==> src/rtl/decode_stage.sv <==
// Decode/register-fetch stage: register file, operand bypass, hazard stall and branch/jump decode.
// Optional feature macro: BYPASS_EN enables ALU/MEM/WB operand forwarding (undefined: stall until written back).
`ifndef IR_SRC_DATA
`define IR_SRC_DATA 2'd0
`endif
`ifndef IR_SRC_NOP
`define IR_SRC_NOP 2'd1
`endif
`ifndef IR_SRC_EXCEPT
`define IR_SRC_EXCEPT 2'd2
`endif
`ifndef INST_NOP
`define INST_NOP 32'h83FF_F800
`endif
`ifndef PC_RESET_ADDR
`define PC_RESET_ADDR 32'h8000_0000
`endif

module decode_stage (
    input  logic        clk,
    input  logic        rst,
    input  logic [31:0] pc_next,
    input  logic [31:0] ir_next,
    input  logic        irq_in,
    input  logic        alu_we,
    input  logic        mem_we,
    input  logic        wb_we,
    input  logic [4:0]  alu_rc,
    input  logic [4:0]  mem_rc,
    input  logic [4:0]  wb_rc,
    input  logic [31:0] alu_data,
    input  logic [31:0] mem_data,
    input  logic [31:0] wb_data,
    input  logic        alu_ld,
    output logic        stall,
    output logic        zr,
    output logic        irq,
    output logic        ill_op,
    output logic        op_jmp,
    output logic        op_beq,
    output logic        op_bne,
    output logic [1:0]  ir_src_rf,
    output logic [31:0] br_addr,
    output logic [31:0] j_addr,
    output logic [31:0] pc_alu,
    output logic [31:0] ir_alu,
    output logic [31:0] a_alu,
    output logic [31:0] b_alu,
    output logic [31:0] d_alu
);
    localparam int unsigned XLEN   = 32;
    localparam int unsigned RADDRW = 5;
    localparam int unsigned NREGS  = 32;
    localparam logic [5:0] OP_LD  = 6'h18;
    localparam logic [5:0] OP_ST  = 6'h19;
    localparam logic [5:0] OP_JMP = 6'h1B;
    localparam logic [5:0] OP_BEQ = 6'h1D;
    localparam logic [5:0] OP_BNE = 6'h1E;
    localparam logic [5:0] OP_LDR = 6'h1F;
    localparam logic [RADDRW-1:0] R_ZERO = RADDRW'(31);

    logic [XLEN-1:0]   pc_rf, ir_rf;
    logic [XLEN-1:0]   regs [NREGS];
    logic [5:0]        op;
    logic [RADDRW-1:0] rc, ra, rb, b_addr;
    logic [XLEN-1:0]   lit, rf_a, rf_b, a_val, b_val, b_next, d_next;
    logic is_ld, is_st, is_jmp, is_beq, is_bne, is_ldr, is_alu, is_alu_lit, legal;
    logic a_used, b_used, ctl_ok;

    // A stage forwards to a port when it writes the same, non-R31, register
    function automatic logic hit(input logic we, input logic [RADDRW-1:0] src,
                                 input logic [RADDRW-1:0] addr);
        return we && (src == addr) && (addr != R_ZERO);
    endfunction

    assign op     = ir_rf[31:26];
    assign rc     = ir_rf[25:21];
    assign ra     = ir_rf[20:16];
    assign rb     = ir_rf[15:11];
    assign lit    = {{16{ir_rf[15]}}, ir_rf[15:0]};

    assign is_ld      = (op == OP_LD);
    assign is_st      = (op == OP_ST);
    assign is_jmp     = (op == OP_JMP);
    assign is_beq     = (op == OP_BEQ);
    assign is_bne     = (op == OP_BNE);
    assign is_ldr     = (op == OP_LDR);
    assign is_alu     = op[5] && (op[3:0] != 4'h7) && (op[3:0] != 4'hF);
    assign is_alu_lit = is_alu && op[4];
    assign legal      = is_ld | is_st | is_jmp | is_beq | is_bne | is_ldr | is_alu;

    assign a_used = legal && !is_ldr;
    assign b_used = is_st || (is_alu && !op[4]);
    assign b_addr = is_st ? rc : rb;

    assign rf_a = (ra == R_ZERO) ? '0 : regs[ra];
    assign rf_b = (b_addr == R_ZERO) ? '0 : regs[b_addr];

`ifdef BYPASS_EN
    always_comb begin
        if (hit(alu_we, alu_rc, ra))      a_val = alu_data;
        else if (hit(mem_we, mem_rc, ra)) a_val = mem_data;
        else if (hit(wb_we, wb_rc, ra))   a_val = wb_data;
        else                              a_val = rf_a;
    end

    always_comb begin
        if (hit(alu_we, alu_rc, b_addr))      b_val = alu_data;
        else if (hit(mem_we, mem_rc, b_addr)) b_val = mem_data;
        else if (hit(wb_we, wb_rc, b_addr))   b_val = wb_data;
        else                                  b_val = rf_b;
    end

    // Only a load in the ALU stage cannot be forwarded in time
    assign stall = alu_ld && ((a_used && hit(alu_we, alu_rc, ra)) ||
                              (b_used && hit(alu_we, alu_rc, b_addr)));
`else
    logic unused_fwd;

    assign a_val = rf_a;
    assign b_val = rf_b;
    assign unused_fwd = ^{alu_data, mem_data, alu_ld};

    // Without forwarding, wait until every in-flight producer has written back
    assign stall = (a_used && (hit(alu_we, alu_rc, ra) || hit(mem_we, mem_rc, ra) ||
                               hit(wb_we, wb_rc, ra))) ||
                   (b_used && (hit(alu_we, alu_rc, b_addr) || hit(mem_we, mem_rc, b_addr) ||
                               hit(wb_we, wb_rc, b_addr)));
`endif

    assign ill_op  = !legal && !stall;
    assign irq     = irq_in && !pc_rf[31] && !stall;
    assign ctl_ok  = !stall && !ill_op && !irq;
    assign op_jmp  = is_jmp && ctl_ok;
    assign op_beq  = is_beq && ctl_ok;
    assign op_bne  = is_bne && ctl_ok;
    assign zr      = (a_val == '0);
    assign br_addr = pc_rf + {lit[29:0], 2'b00};
    // User-mode code may not jump into the supervisor half of the address space
    assign j_addr  = {a_val[31] & pc_rf[31], a_val[30:2], 2'b00};

    always_comb begin
        ir_src_rf = `IR_SRC_DATA;
        if (irq || ill_op)
            ir_src_rf = `IR_SRC_EXCEPT;
        else if (op_jmp || (op_beq && zr) || (op_bne && !zr))
            ir_src_rf = `IR_SRC_NOP;
    end

    always_comb begin
        b_next = b_val;
        if (is_ldr)
            b_next = {lit[29:0], 2'b00};
        else if (is_alu_lit || is_ld || is_st)
            b_next = lit;
    end

    always_comb begin
        d_next = '0;
        if (is_st)
            d_next = b_val;
        else if (is_jmp || is_beq || is_bne)
            d_next = pc_rf;
    end

    // IF/RF pipeline register
    always_ff @(posedge clk) begin
        if (rst) begin
            pc_rf <= `PC_RESET_ADDR;
            ir_rf <= `INST_NOP;
        end else if (!stall) begin
            pc_rf <= pc_next;
            ir_rf <= ir_next;
        end
    end

    // Register file write port; contents survive reset
    always_ff @(posedge clk) begin
        if (wb_we && (wb_rc != R_ZERO))
            regs[wb_rc] <= wb_data;
    end

    // RF/ALU pipeline register
    always_ff @(posedge clk) begin
        if (rst) begin
            ir_alu <= `INST_NOP;
            pc_alu <= '0;
            a_alu  <= '0;
            b_alu  <= '0;
            d_alu  <= '0;
        end else begin
            if (stall || ill_op) begin
                ir_alu <= `INST_NOP;
            end else begin
                ir_alu <= ir_rf;
                pc_alu <= pc_rf;
            end
            a_alu <= is_ldr ? pc_rf : a_val;
            b_alu <= b_next;
            d_alu <= d_next;
        end
    end
endmodule

==> config.mk <==
export PLATFORM = sky130hd
export DESIGN_NAME = decode_stage
export DESIGN_NICKNAME = d
export VERILOG_FILES = /design/src/rtl/decode_stage.sv
export SDC_FILE = /design/constraint.sdc
export NUM_CORES = 2
export LEC_CHECK = 0
export BUFFER_PORTS_ARGS = -buffer_cell sky130_fd_sc_hd__buf_2
export CAP_MARGIN = 20
export CORE_UTILIZATION = 41
export DETAILED_ROUTE_END_ITERATION = 10
export GPL_TIMING_DRIVEN = 0
export PLACE_DENSITY = 0.59
export RECOVER_POWER = 25
export SLEW_MARGIN = 20
export SYNTH_ARGS = -nofsm -noshare
export SYNTH_HDL_FRONTEND = slang
export SYNTH_SLANG_ARGS = --single-unit
==> constraint.sdc <==
create_clock -name clk -period 9.75 [get_ports clk]
set_input_delay 1.95 -clock clk [delete_from_list [all_inputs] [get_ports clk]]
set_output_delay 1.95 -clock clk [all_outputs]
set_load 0.03 [all_outputs]
==> flow_summary.ini <==
[floorplan]
die-area_um2 = 142000
die_w_um = 377
coreArea_um2 = 139000
rows = 137
die_h_um = 377
start_util = 0.413
boundaryPins = 415

[power_and_ir_drop]
power_leakage_nw = 24.0
p_per_area_nw_per_um2 = 209
ir_worst_vdd_mv = 0.204

[status]
outcome = complete, but fails checks
violations = capacitance limit, slew limit

[synth]
synth_area_per_cell_um2 = 13.4
yosys.area.top_type_share = 0.534
synthTopCellsByArea = edfxtp_1 (53%), mux4_2 (12%), dfxtp_1 (8.0%)
synth_edf_count = 1024
synth_cells = 4304
synth_area_um2 = 57500
ys_seq_elements = 1253
ys.flop_type = edfxtp_1
ys_seq_area_frac = 0.614
synth_largest_area_cell = edfxtp_1
synth-async-reset-ratio = 0
synth_warnings = 0
synthDistinctLibCells = 67

[route]
drt_wl_total_mm = 258
drtPass1Iterations = 8
drc = 0
vias_per_cell = 6.63
num_vias = 45600
wire_per_inst_um = 37.5
ant_nets = 0
drtIter0Drc = 8365

[worst_setup_path]
cp_data_required_time_ns = 7.80
slowest_delay_ns = 0.72
path_cells = buf_2 -> buf_2 -> buf_2 -> buf_2 -> buf_2 -> mux4_2 -> a22oi_1 -> nand3_1 -> nand2_1 -> nand4_1 -> or4_1 -> nor2_2 -> nand4b_1 -> nand3b_1 -> buf_2
worst_setup_path_end_kind = output port
reg2reg_to = b_alu[12]$_SDFF_PP0_
startpoint_type = flop
worstPathArrival_ns = 7.42
r2r-start = ir_rf[26]$_SDFFE_PP0N_
cp_common_cell = buf_2
crit_slowest_cell = buf_2
r2r_slack_ns = 2.44
cp_max_fo = 10
path_class = reg -> out
reg2reg_depth = 12

[clock_network]
cts.htree.levels = 4
cts_setup_buffers = 0
cts-hold-fix-buffers = 0
post_cts_resized = 0
clk_latency_ns = 0.82
cts_tree = built
cts.sinks = 1253
cts.clk_slew.worst_paths_ns = 0.06
clockRootBuffer = clkbuf_16
cts_buffer_depth = 3
cts_buffers = 135

[final_layout]
final_nets = 5092
design_area_um2 = 67900
areaGrowthSynthToFinish_pct = 18.1
drive_above_1_share = 0.210

[placement]
placed_area_um2 = 63500
io_buffer_count = 342
gp_congestion = 1.01
dp_hpwl_mm = 183

[timing]
worst_pin_slew_ns = 1.70
finClkSkew_ns = 0.0373
max_freq_mhz = 107
slew_headroom = -0.133
finalCritPeriodShare = 0.961
finalMaxSlewViolations = 363
setup_violations = 0
min_period_ns = 9.37
fin_tns_setup_ns = 0
hold_viol_final = 0
rsz0062_at_grt = no

[global_routing]
grt_pass1_wl_mm = 348
grt_pass1_vias = 43300
gr-usage-met2 = 0.527
busiest_layer = met2
grtUsageMet3 = 0.144
antenna_found_initial = 25
overflow = 0
met1_usage = 0.422
grt_max_degree = 33
grt_use_total = 0.359

[run]
maxCapViolCount = 13

[worst_hold_path]
hold_end = pc_alu[20]$_SDFFE_PP0N_
holdPathStages = 2
hold_start = pc_alu[20]$_SDFFE_PP0N_
hp-class = reg -> reg
-- registers in the layout, summed over array words and instances (netlist names), named ones only --
| register | count |
|---|---|
| regs | 1024 |
| a_alu | 32 |
| b_alu | 32 |
| d_alu | 32 |
| ir_alu | 32 |
| ir_rf | 32 |
| pc_alu | 32 |
| pc_rf | 32 |
-- area by class of cell --
type	instances	area, um2
clock inverter	70	657
sequential	1253	35300
antenna	18	45.0
buffer	345	1540
clock buffer	176	3790
fill	12100	71400
tap	1876	2350
inverter	44	165
multi-input combinational	2695	20900
timing repair buffer	406	3150
-- critical path: cells and delay by family, from the launching register on --
kind	cells	cell delay, ns
buf+inv	6	3.01
simple gates	7	2.44
flops	1	0.51
mux	1	0.39
compound gates	1	0.22
-- worst max-delay path by stage --
stage             start           end  slack (ns)  cells past startpoint
2_1_floorplan  wb_rc[3]  ir_src_rf[1]        3.37                     10
3_3_place_gp       flop  ir_src_rf[0]        1.70                     15
3_5_place_dp       flop  ir_src_rf[0]        1.67                     15
4_1_cts            flop  ir_src_rf[0]        0.79                     15
5_1_grt            flop  ir_src_rf[0]        0.46                     15
6_report           flop  ir_src_rf[0]        0.38                     15
-- Yosys cell counts, types with 29 or more instances --
master	n
mux2i_1	161
nor2_1	196
mux4_2	301
a311oi_1	33
o21ai_0	92
inv_1	44
edfxtp_1	1024
a32oi_1	33
dfxtp_1	229
nand3_1	132
o22ai_1	35
clkbuf_1	201
nand2_1	764
a2111oi_0	67
nor3_1	47
buf_2	88
a21oi_1	240
nand4_1	72
a31oi_1	56
a211oi_1	61
a22oi_1	66
ha_1	29
and3_1	41
xnor2_1	38
buf_1	33
-- logic make-up after synthesis --
kind of cell | share of synthesized area
AOI/OAI and AO/OA | 0.0848
xor gates and xnor gates | 0.00868
adders and majority gates | 0.00666
buffers and inverters | 0.0295
DFF | 0.614
muxes | 0.155
other | 0.0000652
and+or+nand+nor | 0.102
-- metal layers --
layer	part of all wire	vias up	wire [um]
met5	0.00022	-	57
met4	0.090	10	23300
met3	0.15	1045	39100
met2	0.43	4272	110000
met1	0.33	22500	85800
li1	-	17800	-
-- stage by stage --
| stage | total power [mW] | setup WS (ns) | hold WS [ns] | utilization | std cells |
|---|---|---|---|---|---|
| 3_5_place_dp | 8.90 | 1.67 | 0.479 | 0.455 | 6617 |
| 2_1_floorplan | 7.60 | 3.37 | 0.438 | - | 4337 |
| 5_1_grt | 14.4 | 0.455 | 0.518 | 0.487 | 6875 |
| 3_3_place_gp | 8.85 | 1.70 | 0.468 | 0.443 | 6555 |
| 6_report | 14.2 | 0.378 | 0.489 | 0.488 | 6883 |
| 4_1_cts | 14.0 | 0.785 | 0.493 | 0.487 | 6863 |
-- cell usage in the layout (no fill, tap or decap), drive strengths merged, types with 20 or more instances in the layout --
| cell | count |
|---|---|
| inv | 50 |
| a32oi | 33 |
| a22oi | 66 |
| nor2 | 198 |
| nand2 | 765 |
| xnor2 | 38 |
| conb | 34 |
| clkinv | 48 |
| and3 | 41 |
| and2 | 20 |
| ha | 29 |
| mux4 | 320 |
| edfxtp | 1024 |
| nand3 | 132 |
| dfxtp | 229 |
| nor3 | 47 |
| a21oi | 241 |
| a31oi | 56 |
| buf | 526 |
| a211oi | 61 |
| a311oi | 33 |
| o21ai | 100 |
| a2111oi | 67 |
| clkbuf | 401 |
| nand4 | 72 |
| mux2i | 161 |
| o22ai | 35 |
-- power by group --
part	switching, mW	leakage [nW]	total, mW	internal, mW
logic	2.13	10.7	2.92	0.783
clock network	2.23	2.16	5.25	3.01
registers	0.110	11.1	6.05	5.94
Power figures use the tool's default switching activity.
